==> config.mk <==
export PLATFORM = sky130hd
export DESIGN_NAME = hazard_scoreboard_unit
export DESIGN_NICKNAME = d
export VERILOG_FILES = /design/src/rtl/hazard_scoreboard_unit.sv
export SDC_FILE = /design/constraint.sdc
export NUM_CORES = 1
export LEC_CHECK = 0
export ABC_AREA = 0
export CAP_MARGIN = 20
export CELL_PAD_IN_SITES_DETAIL_PLACEMENT = 1
export CELL_PAD_IN_SITES_GLOBAL_PLACEMENT = 1
export CORE_MARGIN = 10
export CORE_UTILIZATION = 45
export DETAILED_ROUTE_END_ITERATION = 8
export GPL_TIMING_DRIVEN = 0
export PLACE_DENSITY_LB_ADDON = 0.1
export RECOVER_POWER = 100
export SYNTH_ARGS = -nofsm -noshare
export SYNTH_HDL_FRONTEND = slang
export SYNTH_SLANG_ARGS = --single-unit
==> constraint.sdc <==
create_clock -name clk -period 4.46 [get_ports clk]
set_input_delay 0.892 -clock clk [delete_from_list [all_inputs] [get_ports clk]]
set_output_delay 0.892 -clock clk [all_outputs]
set_load 0.005 [all_outputs]
==> src/rtl/hazard_scoreboard_unit.sv <==
// hazard_scoreboard_unit
//   Data-hazard resolver sitting beside the ID stage. Checks up to NUM_SRC
//   source operands against the EX and MEM destinations (separate integer
//   and float register classes). It also keeps a per-float-register busy
//   scoreboard for long-latency FP ops, whose results never come from the
//   EX/MEM bypass paths.
//
// Ports
//   clk, rst_n                       clock, synchronous active-low reset
//   id_valid                         ID holds a real instruction
//   id_src_addr/used/float           per-source address, read enable, class
//   id_dst_addr/write/float          ID destination
//   id_fp_long                       ID is a long-latency FP op
//   ex_dst/write/float/is_load       EX destination info
//   mem_dst/write/float              MEM destination info
//   fw_sel                           per-source mux select (0 RF, 1 EX, 2 MEM)
//   stall                            freeze PC/IF/ID, bubble EX
//   sb_busy                          any scoreboard entry busy
//   stall_count                      saturating stalled-cycle counter
module hazard_scoreboard_unit #(
   parameter int AW      = 5,
   parameter int NUM_SRC = 3,
   parameter int FP_LAT  = 4,
   parameter int CW      = 3,
   parameter int SCW     = 16
) (
   input  logic                  clk,
   input  logic                  rst_n,
   input  logic                  id_valid,
   input  logic [NUM_SRC*AW-1:0] id_src_addr,
   input  logic [NUM_SRC-1:0]    id_src_used,
   input  logic [NUM_SRC-1:0]    id_src_float,
   input  logic [AW-1:0]         id_dst_addr,
   input  logic                  id_dst_write,
   input  logic                  id_dst_float,
   input  logic                  id_fp_long,
   input  logic [AW-1:0]         ex_dst,
   input  logic                  ex_write,
   input  logic                  ex_float,
   input  logic                  ex_is_load,
   input  logic [AW-1:0]         mem_dst,
   input  logic                  mem_write,
   input  logic                  mem_float,
   output logic [NUM_SRC*2-1:0]  fw_sel,
   output logic                  stall,
   output logic                  sb_busy,
   output logic [SCW-1:0]        stall_count
);

   localparam int NREG = 1 << AW;
   localparam logic [CW-1:0] LAT_INIT = CW'(FP_LAT);

   logic [CW-1:0]      sb_cnt [NREG];
   logic [NUM_SRC-1:0] ex_hit;
   logic [NUM_SRC-1:0] mem_hit;
   logic [NUM_SRC-1:0] raw_hit;
   logic               waw_hit;
   logic               load_use;
   logic               any_busy;
   logic               issue;

   for (genvar i = 0; i < NUM_SRC; i++) begin : g_src
      logic [AW-1:0] src;
      logic          rd;
      assign src = id_src_addr[i*AW +: AW];
      assign rd  = id_valid & id_src_used[i];
      // integer r0 is hardwired zero and never forwards; float f0 is real
      assign ex_hit[i]  = rd & ex_write & (ex_float == id_src_float[i]) &
                          (ex_dst == src) & (ex_float | (src != '0));
      assign mem_hit[i] = rd & mem_write & (mem_float == id_src_float[i]) &
                          (mem_dst == src) & (mem_float | (src != '0));
      assign raw_hit[i] = rd & id_src_float[i] & (sb_cnt[src] != '0);
   end

   assign waw_hit  = id_valid & id_dst_write & id_dst_float &
                     (sb_cnt[id_dst_addr] != '0);
   assign load_use = ex_is_load & (|ex_hit);

   always_comb begin
      any_busy = 1'b0;
      for (int r = 0; r < NREG; r++) begin
         any_busy = any_busy | (sb_cnt[r] != '0);
      end
   end

   // All outputs are forced quiet while reset is asserted.
   assign stall   = rst_n & (load_use | waw_hit | (|raw_hit));
   assign sb_busy = rst_n & any_busy;
   assign issue   = id_valid & ~stall & id_fp_long & id_dst_write & id_dst_float;

   always_comb begin
      fw_sel = '0;
      if (rst_n && !stall) begin
         for (int i = 0; i < NUM_SRC; i++) begin
            if (ex_hit[i])       fw_sel[2*i +: 2] = 2'd1;
            else if (mem_hit[i]) fw_sel[2*i +: 2] = 2'd2;
         end
      end
   end

   always_ff @(posedge clk) begin
      if (!rst_n) begin
         for (int r = 0; r < NREG; r++) sb_cnt[r] <= '0;
         stall_count <= '0;
      end else begin
         for (int r = 0; r < NREG; r++) begin
            if (sb_cnt[r] != '0) sb_cnt[r] <= sb_cnt[r] - CW'(1);
         end
         // new issue overrides this entry's decrement
         if (issue) sb_cnt[id_dst_addr] <= LAT_INIT;
         if (stall && (stall_count != '1)) stall_count <= stall_count + SCW'(1);
      end
   end

endmodule

==> out/metrics.csv <==
metric;value;unit
GRT Total Usage;0.2623;
main combinational cell family by area after synthesis;simple AND/OR/NAND/NOR gates;
Post-Syn Nets;1181;
Worst Path Required;3570;ps
Max rail drop VDD;0.0002869;V
Post-Synth XOR/XNOR Area;0.06337;
Clock transition at path regs;80;ps
number of antenna violations at the first check in global routing;0;
run status;complete, no violations;
Warnings, synthesis;0;
Final Cycle Share;0.9792;
Sw Ratio;0.4599;
TritonCTS clock tree;yes;
leakage power;3.842;nW
diodes inserted;0;
EDFF count, synth;0;
starting density of the core;0.4581;
total CTS buffers;9;
final core utilization;0.5497;
via count;8890;
Area Overhead vs Synth;19.99;%
Clock Latency Late Sink;370;ps
count of pins over their slew limit;0;
HP Start;stall_count[7];
endpoints failing hold;0;
min Tclk post-route;4367;ps
Synth Area in Compound Gates;0.1992;
Vias/cell;6.377;
global placer's final weighted congestion;0.9471;
worst hold endpoint;stall_count[7];
sequential share of power;0.298;
final setup vio count;0;
reg-to-reg startpoint;sb_cnt[2][0];
Worst setup SP type;primary input;
CP Class;in -> out;
FF+latch area;0.002242;mm^2
synthesized area;0.008569;mm^2
clock skew;10.17;ps
Unique masters post-synth;65;
cell chain of the critical path;clkdlybuf4s50_1 -> xnor2_1 -> nand4_1 -> a2111oi_4 -> or3_1 -> a32oi_2 -> and4_4 -> buf_4 -> clkbuf_8 -> and3_1 -> dlygate4sd2_1;
worst hold path cell count;2;
Routed WL per cell;24.11;um
ys async rst share;0;
# clock sinks;112;
die footprint;0.02496;mm^2
row count;50;
Mapped Cells;1069;
Comb power frac;0.564;
Ports;71;
vias in the first global route;8824;
max-cap viol count;0;
first-pass GRT wire length;50880;um
multiplexer area fraction after synthesis;0.08293;
Post-Synth Simple-Gate Area;0.2199;
#FFs+latches synth;112;
final WL;33610;um
Clock Path Buffers;2;
Seq/Total Area, Yosys;0.2616;
Final ANT Viol Nets;0;
slew of the pin with the lowest slew margin;983.3;ps
# DRC;0;
largest net degree at the start of global routing;19;
Hold WC Path Type;reg -> reg;
layout cell share with drive strength beyond 1;0.1207;
Setup WS pre-CTS;-1458;ps
Clock Tree Root;clkbuf_16;
RSZ-0062 raised after global routing;false;
port buffer count;60;
worst relative slew slack;0.3394;
core area;0.01871;mm^2
top_reg_cell synth;dfxtp_1;
drt first pass iters;6;
Reg2Reg Depth;11;
multi-input logic area;0.006010;mm^2
CP Capture Type;output port;
crit path max-delay cell type;clkdlybuf4s50_1;
chip height;158.0;um
Clock Power Share;0.137;
Switch Pwr;0.002759;W
fill count;2298;
FMAX;229.0;MHz
total gr overflow;0;
Nets;1267;
Iteration-0 DRC Markers;652;
# H-tree levels;3;
internal power;0.003240;W
final worst slack;92.90;ps
post-synthesis average cell area;8.016;um^2
pwr dens;583.4;mW/mm^2
total power;0.005999;W
Adder-Cell Fraction of Synth Area;0.09490;
RR Endpoint;sb_cnt[30][0];
Crit Path Max Fanout;10;
post-DP HPWL;25090;um
FF-to-FF setup slack;700;ps
CP peak stage delay;510;ps
die extent in x;158.0;um
Critical Path AT;3480;ps
[stage by stage]
stage	instances	hold WS [ps]	setup TNS [ps]	cell area (um^2)
after global routing	1394	523.0	0	10280
after floorplan	1069	467.3	0	8569
after detailed placement	1363	481.8	-31930	9463
after CTS	1389	493.2	-124.7	10080
after global placement	1363	476.4	-23310	9463
final	1394	486.5	0	10280
[state kept, by name, indices dropped and copies added (netlist names)]
name,cells
sb_cnt,96
stall_count,16
[how the worst max path moves through the flow]
stage / startpoint / endpoint / slack [ps]
final: ex_dst[4] / fw_sel[0] / 90
after global placement: id_src_addr[6] / fw_sel[1] / -1360
after global routing: ex_dst[4] / fw_sel[4] / 10
after floorplan: id_src_addr[10] / fw_sel[1] / 470
after detailed placement: id_src_addr[6] / fw_sel[1] / -1460
after CTS: id_src_addr[12] / fw_sel[1] / -120
[power groups by stage]
stage	Clock (W)	Combinational (W)	Sequential, W
after floorplan	0	0.00233	0.00163
after global placement	0	0.00307	0.00174
after detailed placement	0	0.00318	0.00176
after CTS	0.000825	0.00328	0.00175
after global routing	0.000872	0.00375	0.00183
final	0.000823	0.00339	0.00179
[metal layers]
layer  routed length [um]  share of wire  GRT usage  vias up
met5                    0              0          0        -
met4                 1124          0.033    0.09837        0
met3                 2627          0.078    0.04776       74
met2                15060           0.45     0.4204      365
met1                14800           0.44     0.3436     4385
li1                     -              -          -     4066
[worst max-delay path, delay by kind of cell]
| kind | cells | cell delay, ps |
|---|---|---|
| AO/OA/AOI/OAI | 2 | 470 |
| buffers and inverters | 4 | 1060 |
| XOR/XNOR | 1 | 240 |
| AND/OR/NAND/NOR | 4 | 810 |
[timing repair]
action | in CTS | in global routing
pin swaps | 11 | 14
buffers inserted | 9 | 5
hold buffers | 0 | 0
endpoints found under the setup margin | 17 | 6
gates resized for setup | 90 | 51
gates cloned | 1 | 2
[placed cells by master (no fill, tap or decap), types with 33 or more instances in the layout]
cell / n
nand2_1: 146
a31oi_1: 34
dfxtp_1: 112
o311a_1: 33
o21ai_0: 60
clkbuf_1: 38
o31ai_1: 35
xnor2_1: 57
inv_1: 93
nor2_1: 52
ha_1: 65
[Yosys cell counts, types with 14 or more instances]
cell type  number  area share
a21oi_1        15      0.0088
a31oi_1        35       0.026
buf_2          22       0.013
clkbuf_1       31       0.014
dfxtp_1       112        0.26
ha_1           65       0.095
inv_1          93       0.041
mux2_2         14       0.018
mux2i_1        17       0.020
mux4_2         17       0.045
nand2_1       146       0.064
nand2b_1       16       0.012
nand3_1        24       0.014
nand4_1        15       0.011
nor2_1         53       0.023
nor2b_1        20       0.015
nor3_1         37       0.022
nor4_1         30       0.022
o21ai_0        61       0.036
o311a_1        33       0.039
o31ai_1        36       0.032
xnor2_1        57       0.058
[area by class of cell]
class	instances	share of cell area
buffer	62	0.03821
clock buffer	11	0.02361
clock inverter	5	0.003772
inverter	95	0.03517
multi-input combinational	798	0.5844
sequential	112	0.2181
tap	234	0.02847
timing repair buffer	77	0.06826
[cells by family (layout without fill, tap and decap cells)]
logic type               Yosys count  after routing
multiplexers                      48             48
buffers and inverters            159            250
AND/OR/NAND/NOR                  385            385
AO/OA/AOI/OAI                    238            238
XOR/XNOR                          62             62
adder cells (fa/ha/maj)           65             65
flip-flops                       112            112
Note: power is estimated with default switching activity, not from simulation.
